## src/rtl/sat_counter.sv

```systemverilog
// sat_counter: saturating up-counter with a synchronous clear that beats increment.
module sat_counter #(
    parameter int W = 16
) (
    input  logic         clk,
    input  logic         rst_n,
    input  logic         clr_i,
    input  logic         inc_i,
    output logic [W-1:0] cnt_o
);

    logic [W-1:0] cnt_q, cnt_d;

    always_comb cnt_d = clr_i ? '0 : (inc_i && !(&cnt_q)) ? cnt_q + 1'b1 : cnt_q;

    always_ff @(posedge clk or negedge rst_n) begin
        if (!rst_n) cnt_q <= '0;
        else        cnt_q <= cnt_d;
    end

    assign cnt_o = cnt_q;

endmodule

```

## config.mk

```make
export PLATFORM = sky130hd
export DESIGN_NAME = sat_counter
export DESIGN_NICKNAME = d
export VERILOG_FILES = /design/src/rtl/sat_counter.sv
export SDC_FILE = /design/constraint.sdc
export NUM_CORES = 1
export LEC_CHECK = 0
export ABC_CLOCK_PERIOD_IN_PS = 1950
export BUFFER_PORTS_ARGS = -buffer_cell sky130_fd_sc_hd__buf_4
export CAP_MARGIN = 20
export CORE_MARGIN = 3
export CORE_UTILIZATION = 53
export DETAILED_ROUTE_END_ITERATION = 7
export PLACE_DENSITY = 0.87
export SLEW_MARGIN = 20
export SYNTH_ARGS = -nofsm -noshare
export SYNTH_HDL_FRONTEND = slang
export SYNTH_SLANG_ARGS = --single-unit
```

## constraint.sdc

```tcl
create_clock -name clk -period 1.95 [get_ports clk]
set_input_delay 0.0975 -clock clk [delete_from_list [all_inputs] [get_ports clk]]
set_output_delay 0.0975 -clock clk [all_outputs]
set_load 0.01 [all_outputs]
```

==> reports/results.txt, run 1 <==
The max-cap check violation count is 0, and the number of placed instances, taps included is 149. The tools report the final wirelength as 2360 microns. Of the synthesized area, sequential elements account for 39.9%. In this run the static leakage power is 0.531 nW. The maximum clock path buffer count was 2. By area the synthesized netlist is led by sky130_fd_sc_hd__dfrtp_1 40%, sky130_fd_sc_hd__a21oi_1 6.0%, sky130_fd_sc_hd__mux2_2 4.5%, sky130_fd_sc_hd__and3_1 3.7%, sky130_fd_sc_hd__nand2_1 3.4%. The count of cells in the finished layout, fillers not included, comes to 153. The final estimated routing congestion in global placement is 0.899, and the Yosys warning count is 0. The number of cells produced by synthesis came out at 108. The worst setup path is captured at a flop. The worst pin sits at a relative slew slack of 76.5%. Setup repair after global routing left no endpoint under its margin.

The most frequent cell after synthesis was sky130_fd_sc_hd__dfrtp_1. For the global-route congestion overflow total, the log shows 0. The cell sitting at the root of the clock tree is a sky130_fd_sc_hd__clkbuf_4.

The share of post-route cells with drive strength above 1 came out at 25.8%. The run gives 2030 ps as the critical path arrival. The synthesized design contains 16 register bits.

For this design, the sink count on the clock tree is 16. TritonCTS built the clock tree. For this run, the leading register cell type out of synthesis is sky130_fd_sc_hd__dfrtp_1. The run gives 56.9% as the starting density of the core. The repair_antennas step left the layout with diodes totalling 0.

The clock-pin slew reported for the worst setup and hold paths after clock tree synthesis works out to 90 ps. After legalization and detailed placement, the total HPWL measured 1670 microns. CTS buffer count: 3.

Number of enable-type register cells in the synthesized netlist: 0. The run finished with clean final reports. Maximum clock frequency: 551 MHz. The floorplan step defined a die boundary enclosing 2450 sq um.

A synthesized cell averages 9.29 sq um. Cells fill 68.0% of the core in the end. The number of nets still failing antenna checks after routing came out at 0. The worst hold path belongs to the class in -> reg. Worst supply voltage drop on vdd: 387 uV.

The worst-path maximum fanout was 7; the total placed instance area was 1160 sq um. Setup total negative slack on the finished layout was measured at 0 ps. The number of nets in the layout is 135, and the number of flip-flops in the largest register is 16.

The worst hold path depth was 2; the area of the mapped netlist was 1000 sq um. The final hold violation count was 0. The number of distinct library cell variants in the gate-level netlist after synthesis is 34.

For the critical path required time, the log shows 2160 ps. For the final database, setup skew stands at 5.83 ps. The commonest cells after synthesis are 16 x sky130_fd_sc_hd__dfrtp_1, 12 x sky130_fd_sc_hd__a21oi_1, 9 x sky130_fd_sc_hd__nand2_1, 6 x sky130_fd_sc_hd__and3_1. Number of global-route vias before repair: 935.

The die is 49.5 microns wide. Counting flops with an async set or reset pin after synthesis yields a share of 100%. The overall die height works out to 49.5 microns.

The tools report the max-slew violation total from the final report as 0. The first detailed-routing pass took 4 iterations. Routed wirelength normalized by instance count: 15.4 microns. The worst setup path is of the reg -> reg kind. Setup violations remaining at the end of the flow were counted as 0.

In this run the post-CTS setup repair buffer count came out at 0. The clock period could shrink to 1810 ps. Of the available clock period, the critical path in the final layout requires 93.0%. The logs give 113 for the net count after synthesis and 4280 microns for the wire length of the first global-routing pass. The run gives 0 as the number of antenna violations at the first check in global routing.

The via-per-instance ratio was 6.34. The core region is 1760 sq um. The tools report the critical path startpoint category as a flop.

Entering global routing, the biggest net connects 23 pins. Measured in cells, the most critical reg-to-reg path has a length of 5. The final route contains 970 vias.

The cell area after layout is 1200 sq um. The filler cells instantiated in the layout total 163. The power per cell area came out at 512 nW/um^2. Across every metal layer, demand over resource in global routing totals 22.4%.

The I/O pin total came out at 20. In the routed design, unresolved DRC markers number 0. The initialized floorplan defines 15 standard-cell rows. Input and output buffers added on the ports amount to 19.

The signed area change from the synthesized netlist to the final layout was 19.6%; the clock latency at the later pin of the worst-skew pair was 290 ps. The area share of the largest cell type after synthesis is 39.9%, and the minimum hold slack is 95.5 ps. The transition at the pin with the smallest max-transition slack is 351 ps, and the total number of H-tree levels is 1. The library cell with the largest summed area after synthesis was sky130_fd_sc_hd__dfrtp_1.

The detailed router finished its first iteration with 29 violations.
final timing paths:
path                           from         to  slack [ps]
max                        cnt_o[0]   cnt_o[9]         140
min in group asynchronous     rst_n  cnt_o[11]         200
min                           inc_i   cnt_o[1]         100
max in group asynchronous     rst_n   cnt_o[0]        1560
min reg2reg                cnt_o[8]   cnt_o[8]         570
max reg2reg                cnt_o[0]   cnt_o[9]         140
layout by cell type (no fill, tap or decap):
cell type,Yosys,final
sky130_fd_sc_hd__nand3_1,5,5
sky130_fd_sc_hd__nand3_4,1,1
sky130_fd_sc_hd__nand3_2,1,1
sky130_fd_sc_hd__inv_1,4,4
sky130_fd_sc_hd__mux2_2,4,4
sky130_fd_sc_hd__ha_1,1,1
sky130_fd_sc_hd__nor4_1,2,2
sky130_fd_sc_hd__nor3_1,5,4
sky130_fd_sc_hd__mux2i_1,2,2
sky130_fd_sc_hd__nor4b_1,1,1
sky130_fd_sc_hd__o311ai_0,1,1
sky130_fd_sc_hd__o21ai_0,1,1
sky130_fd_sc_hd__a311oi_1,1,1
sky130_fd_sc_hd__a41o_2,1,1
sky130_fd_sc_hd__and3_2,1,1
sky130_fd_sc_hd__buf_4,0,20
sky130_fd_sc_hd__clkbuf_4,0,3
sky130_fd_sc_hd__or3_1,1,1
sky130_fd_sc_hd__a211oi_1,2,2
sky130_fd_sc_hd__and4b_1,1,1
sky130_fd_sc_hd__a21oi_1,12,12
sky130_fd_sc_hd__nor3_2,0,1
sky130_fd_sc_hd__dfrtp_1,16,16
sky130_fd_sc_hd__nor3b_1,2,2
sky130_fd_sc_hd__nand4_1,1,1
sky130_fd_sc_hd__and3_1,6,6
sky130_fd_sc_hd__dlygate4sd3_1,0,1
sky130_fd_sc_hd__nand2_1,9,9
sky130_fd_sc_hd__nor4_4,1,1
sky130_fd_sc_hd__or4_1,4,4
sky130_fd_sc_hd__nor2b_1,5,5
sky130_fd_sc_hd__o31ai_1,4,4
sky130_fd_sc_hd__a31oi_1,1,1
sky130_fd_sc_hd__and4_1,2,2
sky130_fd_sc_hd__nor2_1,5,5
sky130_fd_sc_hd__a211o_1,1,1
repair_timing:
action / 4_1_cts / 5_1_grt
setup endpoints to repair: 0 / 3
resized for setup: 0 / 1
hold endpoints to repair: 16 / 0
hold buffers: 1 / 0
report_power, final:
group | internal, W | switching [W] | total [W] | leakage (nW)
logic | 0.0000360 | 0.0000494 | 0.0000854 | 0.296
registers | 0.000342 | 0.0000145 | 0.000356 | 0.221
clock network | 0.0000718 | 0.000101 | 0.000172 | 0.0138
worst max-delay path, cell delays in order, from the launching register on:
cell and delay, ps:
sky130_fd_sc_hd__dfrtp_1 440, sky130_fd_sc_hd__ha_1 280, sky130_fd_sc_hd__nand4_1 270, sky130_fd_sc_hd__nor3_2 120
sky130_fd_sc_hd__or4_1 480, sky130_fd_sc_hd__a21oi_1 150
per-stage QoR:
stage | setup WS [ps] | power [W]
after floorplan | 321 | 0.000405
after global placement | 187 | 0.000442
after detailed placement | 102 | 0.000447
after CTS | 82.4 | 0.000618
after global routing | 2.98 | 0.000647
final | 136 | 0.000614
kinds of logic (layout without fill, tap and decap cells):
logic type	count (synthesis)	after routing	share of synthesized area [%]
AO/OA/AOI/OAI	24	24	15.3
adder cells (fa/ha/maj)	1	1	1.25
buffers and inverters	8	28	3.74
flip-flops	16	16	39.9
multiplexers	6	6	6.48
AND/OR/NAND/NOR	53	53	33.3
routing by layer:
metal,global-route usage [%],up-vias,routed length (microns)
li1,-,461,-
met2,35.3,31,1170
met5,0,-,0
met1,29.5,472,1000
met3,4.53,6,143
met4,10.6,0,43
final cells by class:
| cell class | count | area (sq um) | share of cell area (%) |
|---|---|---|---|
| Inverter | 4 | 15.0 | 1.25 |
| Clock buffer | 3 | 22.5 | 1.88 |
| Timing Repair Buffer | 21 | 160 | 13.3 |
| Sequential cell | 16 | 400 | 33.4 |
| Tap cell | 25 | 31.3 | 2.61 |
| Multi-Input combinational cell | 84 | 571 | 47.5 |
No activity file was read; power rests on OpenSTA's default activity.
==> run 2: changes to the inputs <==
--- a/config.mk
+++ b/config.mk
@@ -5,13 +5,14 @@
 export SDC_FILE = /design/constraint.sdc
 export NUM_CORES = 1
 export LEC_CHECK = 0
-export ABC_CLOCK_PERIOD_IN_PS = 1950
+export ABC_AREA = 0
+export ABC_CLOCK_PERIOD_IN_PS = 1500
 export BUFFER_PORTS_ARGS = -buffer_cell sky130_fd_sc_hd__buf_4
 export CAP_MARGIN = 20
 export CORE_MARGIN = 3
-export CORE_UTILIZATION = 53
+export CORE_UTILIZATION = 48
 export DETAILED_ROUTE_END_ITERATION = 7
-export PLACE_DENSITY = 0.87
+export PLACE_DENSITY = 0.73
 export SLEW_MARGIN = 20
 export SYNTH_ARGS = -nofsm -noshare
 export SYNTH_HDL_FRONTEND = slang
==> constraint.sdc (replaced) <==
create_clock -name clk -period 1.5 [get_ports clk]
set_input_delay 0.075 -clock clk [delete_from_list [all_inputs] [get_ports clk]]
set_output_delay 0.075 -clock clk [all_outputs]
set_load 0.01 [all_outputs]
==> reports/results.txt, run 2 (synthesized netlist as in run 1, its figures left out) <==
Die extent in x: 51.7 microns (+4.5%). The run finished, with violations left. The run gives 108 (-34%) as the number of fill cells. The logs give 4660 microns (+8.7%) for the wire length of the first global-routing pass and 0 (unchanged) for the global-route congestion overflow total.

The clock-pin slew reported for the worst setup and hold paths after clock tree synthesis was 100 ps (about the same). The power per cell area is 558 nW/um^2 (+9.0%). For the post-route DRC violation count, the log shows 0 (unchanged). The final critical path time including I/O delays and setup works out to 1590 ps (-224 ps). The worst hold path belongs to the class in -> reg.

The final hold violation count was 0 (unchanged); the number of antenna violations at the first check in global routing was 0 (unchanged). The slowest cell on the critical path is sky130_fd_sc_hd__or4_4. Commonest non-fill, non-tap cell in the layout: sky130_fd_sc_hd__buf_4. The tools report the number of clock sinks as 16 (unchanged). The number of nets still failing antenna checks after routing is 0 (unchanged), and the global router's overall resource usage is 23.6% (+1.2 points). The run gives 684 sq um (+20%) as the area used by multi-input combinational logic.

Clock tree synthesis selected as its root buffer the cell sky130_fd_sc_hd__clkbuf_4. The tools report the reg-to-reg setup timing slack as -90 ps (-230 ps). The post-route clock skew is 5.37 ps (-0.457 ps). The share of post-route cells with drive strength above 1 was 56.4% (+31 points); the worst path buffer plus inverter count was 0 (unchanged). The largest net degree at the start of global routing was 23 (unchanged). The run gives 1730 ps (-430 ps) as the critical path required time. The type of the worst setup path is reg -> reg. In the layout the commonest cells are 52 x sky130_fd_sc_hd__buf_4, 9 x sky130_fd_sc_hd__dfrtp_1, 8 x sky130_fd_sc_hd__nand2_1. The run gives 310 ps (+20 ps) as the clock latency at the later pin of the worst-skew pair. The tools report the total leakage power as 0.721 nW (+36%). The relative slew slack was 76.2% (-0.37 points). The starting density of the core is 54.6% (-2.3 points), and the area occupied by registers is 409 sq um (+2.2%). Row count: 15 (unchanged). The layer flagged by global routing as most heavily used is met2. The signal on the critical path passes through ha_4 > nand4_1 > nor3_4 > or4_4 > a21oi_2.

The total number of H-tree levels came out at 1 (unchanged). The logs give 0 (unchanged) for the max-cap check violation count and 3.44% (-1.1 points) for the global-route track usage on met3. The maximum clock frequency came out at 629 MHz (+14%). Setup repair after global routing could not meet its margin everywhere. The met2 track demand over resource in global routing was 41.1% (+5.8 points). The tools report the maximum clock path buffer count as 2 (unchanged). The via-per-instance ratio came out at 6.05 (-4.6%). The highest cell delay on the worst timing path works out to 490 ps (about the same). The HPWL reported at the end of detailed placement is 1950 microns (+17%), and the routed wirelength normalized by instance count is 17.3 microns (+13%). TritonCTS built the clock tree.

The overall die height is 51.7 microns (+4.5%), and the number of nets in the layout is 169 (+25%). The CTS buffer count was 3 (unchanged); the count of TritonRoute iterations in the first routing pass was 4 (unchanged). The number of input and output port buffers inserted works out to 19 (unchanged). The worst-path maximum fanout was 6 (-1); the number of flip-flops in the largest register was 16 (unchanged). The antenna cell count came out at 0 (unchanged). The fraction of met1 tracks used by global routing was 28.8% (-0.73 points); the final estimated routing congestion in global placement was 0.887 (-1.3%).

The logs give 1,029 (+10%) for the number of global-route vias before repair and 589 uV (+52%) for the worst supply voltage drop on vdd. The final reports fail on setup timing. The number of DRC markers in iteration 0 was 39 (+34%); the total die area was 2670 sq um (+9.1%). Critical path arrival: 1820 ps (-210 ps). Minimum hold slack: 17.9 ps (-77.5 ps).

The logs give -90.4 ps (-226 ps) for the least setup slack across all paths after layout and 0.000886 W (+44%) for the total chip power. The core area is 1840 sq um (+4.3%). The cell family contributing the most delay on the critical path is simple AND/OR/NAND/NOR gates.

The transition at the pin with the smallest max-transition slack was 355 ps (+3.55 ps); the max-slew violation total from the final report was 0 (unchanged). For the I/O pin total, the log shows 20 (unchanged). The tools report the critical path startpoint category as a flop.

The run gives 3260 microns (+38%) as the final wirelength. The setup-violating endpoint count in the final report was 10 (+10). The final critical-path share of the clock period is 106% (+13 points), and the post-placement worst setup slack is -65.9 ps (-168 ps). The tools report the element type at the critical path end as a flop. Relative to the synthesized area, the layout overhead comes to 58.4%.

The total number of vias was 1,137 (+17%).
==> run 2: report_power, final <==
| part | switching, W | total, W | internal [W] |
|---|---|---|---|
| clock | 0.000155 | 0.000259 | 0.000104 |
| sequential | 0.0000188 | 0.000466 | 0.000447 |
| combinational | 0.0000825 | 0.000162 | 0.0000791 |
==> run 2: path summary, 6_finish.rpt <==
kind,start,end,depth (start not counted)
setup / recovery,cnt_o[0],cnt_o[11],5
hold / removal,inc_i,cnt_o[1],2
hold reg to reg,cnt_o[8],cnt_o[8],2
min in group asynchronous,rst_n,cnt_o[9],2
setup reg to reg,cnt_o[0],cnt_o[11],5
max in group asynchronous,rst_n,cnt_o[2],2
==> run 2: stage by stage <==
stage	util, %	cells	setup TNS (ps)	cell area (sq um)
after floorplan	-	108	-70.7	1050
after global placement	75.2	173	-116	1380
after detailed placement	75.2	173	-340	1380
after CTS	81.2	183	-147	1490
after global routing	86.4	188	-1430	1590
final	86.4	188	-393	1590
==> run 2: area by class of cell <==
cell class | count | share of cell area (%)
Multi-Input combinational cell | 84 | 43.1
Sequential cell | 16 | 25.7
Timing Repair Buffer | 55 | 26.6
Clock buffer | 4 | 1.65
Inverter | 4 | 0.945
Tap cell | 25 | 1.97
==> run 2: repair_timing <==
| action | in CTS | in global routing |
|---|---|---|
| gates resized for setup | 8 | 12 |
| setup buffers | 5 | 5 |
| hold endpoints to repair | 16 | 0 |
| pin swaps | 9 | 13 |
| gates cloned | 0 | 0 |
| hold buffers | 1 | 0 |
| setup endpoints to repair | 14 | 15 |
==> run 2: layer usage <==
| layer | share of wire, % | vias to the layer above |
|---|---|---|
| met3 | 5.7 | 15 |
| met5 | 0 | - |
| met1 | 40 | 547 |
| met2 | 51 | 52 |
| li1 | - | 523 |
| met4 | 3.3 | 0 |
==> run 3: changes to the inputs <==
--- a/config.mk
+++ b/config.mk
@@ -9,10 +9,11 @@
 export ABC_CLOCK_PERIOD_IN_PS = 1500
 export BUFFER_PORTS_ARGS = -buffer_cell sky130_fd_sc_hd__buf_4
 export CAP_MARGIN = 20
+export CORE_ASPECT_RATIO = 0.9
 export CORE_MARGIN = 3
-export CORE_UTILIZATION = 48
+export CORE_UTILIZATION = 44
 export DETAILED_ROUTE_END_ITERATION = 7
-export PLACE_DENSITY = 0.73
+export PLACE_DENSITY = 0.68
 export SLEW_MARGIN = 20
 export SYNTH_ARGS = -nofsm -noshare
 export SYNTH_HDL_FRONTEND = slang
==> reports/results.txt, run 3 (synthesized netlist as in run 1, its figures left out) <==
The tools report the critical path required time as 1680 ps (-50 ps). The logs give 17.7% (-0.5 points) for the portion of total power attributed to combinational logic and 3.75 ps (-1.62 ps) for the post-route clock skew. The row count is 15 (unchanged), and the total number of H-tree levels is 1 (unchanged). Critical path arrival: 1780 ps (-40 ps).

The reg-to-reg setup timing slack was -100 ps (about the same); the clock share of power was 31.1% (+1.9 points). The number of clock sinks was 16 (unchanged); the HPWL reported at the end of detailed placement was 1970 microns (+0.95%). Type of the worst setup path: reg -> reg. The number of input and output port buffers inserted is 19 (unchanged). The max-slew violation total from the final report is 0 (unchanged).

The worst supply voltage drop on vdd is 731 uV (+24%), and the number of antenna violations at the first check in global routing is 0 (unchanged). The tools report the post-route DRC violation count as 0 (unchanged). The busiest layer in global routing is met2. The largest net degree at the start of global routing is 23 (unchanged). The cell sitting at the root of the clock tree is a sky130_fd_sc_hd__clkbuf_4. The maximum clock frequency is 624 MHz (-0.74%), and the relative slew slack is 73.4% (-2.7 points). The transition at the pin with the smallest max-transition slack was 395 ps (+40.5 ps); the clock-pin slew reported for the worst setup and hold paths after clock tree synthesis was 90 ps (about the same). The total net switching power was 0.000241 W (-5.9%); the number of DRC markers in iteration 0 was 58 (+49%). The met2 track demand over resource in global routing is 38.7% (-2.4 points). Antenna cell count: 0 (unchanged). The post-placement worst setup slack was -94.0 ps (-28.1 ps).

The signed area change from the synthesized netlist to the final layout is 62.1%, and the internal portion of total power is 0.000676 W (+7.2%). The tools report the I/O pin total as 20 (unchanged). The final hold violation count came out at 0 (unchanged).

The global router's overall resource usage is 21.9% (-1.7 points), and the starting density of the core is 49.5% (-5.1 points). Commonest non-fill, non-tap cell in the layout: sky130_fd_sc_hd__buf_4. Number of nets in the layout: 169 (unchanged). Number of global-route vias before repair: 1,043 (+1.4%). The power per cell area is 563 nW/um^2 (+1.1%).

The number of fill cells is 131 (+21%). Number of nets still failing antenna checks after routing: 0 (unchanged). Setup repair after global routing could not meet its margin everywhere. The final estimated routing congestion in global placement is 0.835 (-5.9%), and the total chip power is 0.000917 W (+3.4%). The final reports fail on setup timing. Maximum clock path buffer count: 2 (unchanged). The flow ran to the end, but the final reports show violations.

The logs give 51.3% (-1.3 points) for the power share of the sequential group and 1,096 (-3.6%) for the total number of vias. The max-cap check violation count is 0 (unchanged). For the CTS buffer count, the log shows 3 (unchanged).

The routed wirelength normalized by instance count was 16.4 microns (-5.4%); the total die area was 2890 sq um (+8.1%). The overall die height was 51.3 microns (-0.80%); the post-route non-filler standard cell count was 188 (unchanged). The number of flip-flops in the largest register came out at 16 (unchanged). The top cell types in the final layout, fill and taps aside, are 49 x sky130_fd_sc_hd__buf_4, 9 x sky130_fd_sc_hd__dfrtp_1, 8 x sky130_fd_sc_hd__nand2_1.

The logs give 0 (unchanged) for the global-route congestion overflow total and 290 ps (-20 ps) for the clock latency at the later pin of the worst-skew pair. The tools report the element type at the critical path end as a flop. The via-per-instance ratio is 5.83 (-3.6%). The run gives 0.746 nW (+3.5%) as the total leakage power. Final wirelength: 3090 microns (-5.4%). The final critical path time including I/O delays and setup was 1600 ps (+11.8 ps); the setup-violating endpoint count in the final report was 10 (unchanged). The die extent in x is 56.3 microns (+8.9%). TritonCTS built the clock tree. The worst-path maximum fanout was 4 (-2); the core area was 2030 sq um (+10%). STA classifies the critical path startpoint as a flop. The final critical-path share of the clock period is 107% (+0.79 points).

The wire length of the first global-routing pass is 4840 microns (+4.0%). The tools report the fraction of met1 tracks used by global routing as 27.2% (-1.5 points). The class of the worst hold path was in -> reg. The utilization after layout is 80.2% (-6.1 points).

The logs give 172 (-0.58%) for the number of placed instances, taps included and -465 ps (-71.8 ps) for the setup TNS after final layout. The net switching fraction of the power was 26.3% (-2.6 points); the least setup slack across all paths after layout was -102 ps (-11.8 ps). The share of post-route cells with drive strength above 1 is 57.1% (+0.61 points), and the global-route track usage on met3 is 5.05% (+1.6 points). The count of TritonRoute iterations in the first routing pass came out at 4 (unchanged).
==> run 3: power groups by stage <==
| stage | Sequential (W) | Clock [W] | Combinational (W) |
|---|---|---|---|
| after global placement | 0.000475 | 0 | 0.000141 |
| final | 0.000470 | 0.000285 | 0.000162 |
| after detailed placement | 0.000476 | 0 | 0.000149 |
| after global routing | 0.000473 | 0.000314 | 0.000177 |
| after floorplan | 0.000483 | 0 | 0.0000585 |
| after CTS | 0.000467 | 0.000292 | 0.000156 |
==> run 3: area by class of cell <==
| cell class | count | area, sq um | share of cell area (%) |
|---|---|---|---|
| Multi-Input combinational cell | 84 | 698 | 42.9 |
| Clock buffer | 4 | 36.3 | 2.23 |
| Inverter | 4 | 15.0 | 0.923 |
| Timing Repair Buffer | 55 | 437 | 26.8 |
| Tap cell | 25 | 31.3 | 1.92 |
| Sequential cell | 16 | 409 | 25.2 |
==> run 3: metal layers <==
metal  share of wire (%)  vias to the layer above  routed length [microns]
met5                   0                        -                        0
met4                 1.8                        0                       57
met3                 6.2                        6                      192
met2                  49                       44                     1520
met1                  43                      522                     1320
li1                    -                      524                        -
==> run 3: metrics by stage <==
stage               cell area [sq um]  hold WS, ps
finish                           1630         50.7
global route                     1630         35.6
CTS                              1530         31.1
detailed placement               1380        -50.0
global placement                 1380        -57.6
floorplan                        1050         -221
==> run 3: critical path, cell delays in order, from the launching register on <==
cell	delay, ps
sky130_fd_sc_hd__dfrtp_1	420
sky130_fd_sc_hd__nand3_2	130
sky130_fd_sc_hd__nor4_4	390
sky130_fd_sc_hd__buf_4	200
sky130_fd_sc_hd__a211oi_2	70
sky130_fd_sc_hd__mux2_2	280
==> run 3: worst paths after layout <==
kind / end / from / cells after the start
max: cnt_o[4] / cnt_o[10] / 5
min in group asynchronous: cnt_o[10] / rst_n / 2
max reg2reg: cnt_o[4] / cnt_o[10] / 5
min reg2reg: cnt_o[8] / cnt_o[8] / 2
min: cnt_o[1] / inc_i / 2
max in group asynchronous: cnt_o[0] / rst_n / 2
==> run 3: timing repair <==
action,in CTS,in global routing
hold endpoints to repair,16,0
gates cloned,0,1
endpoints found under the setup margin,12,15
gates resized for setup,10,13
buffers inserted,5,5
pin swaps,5,9
hold buffers,1,0
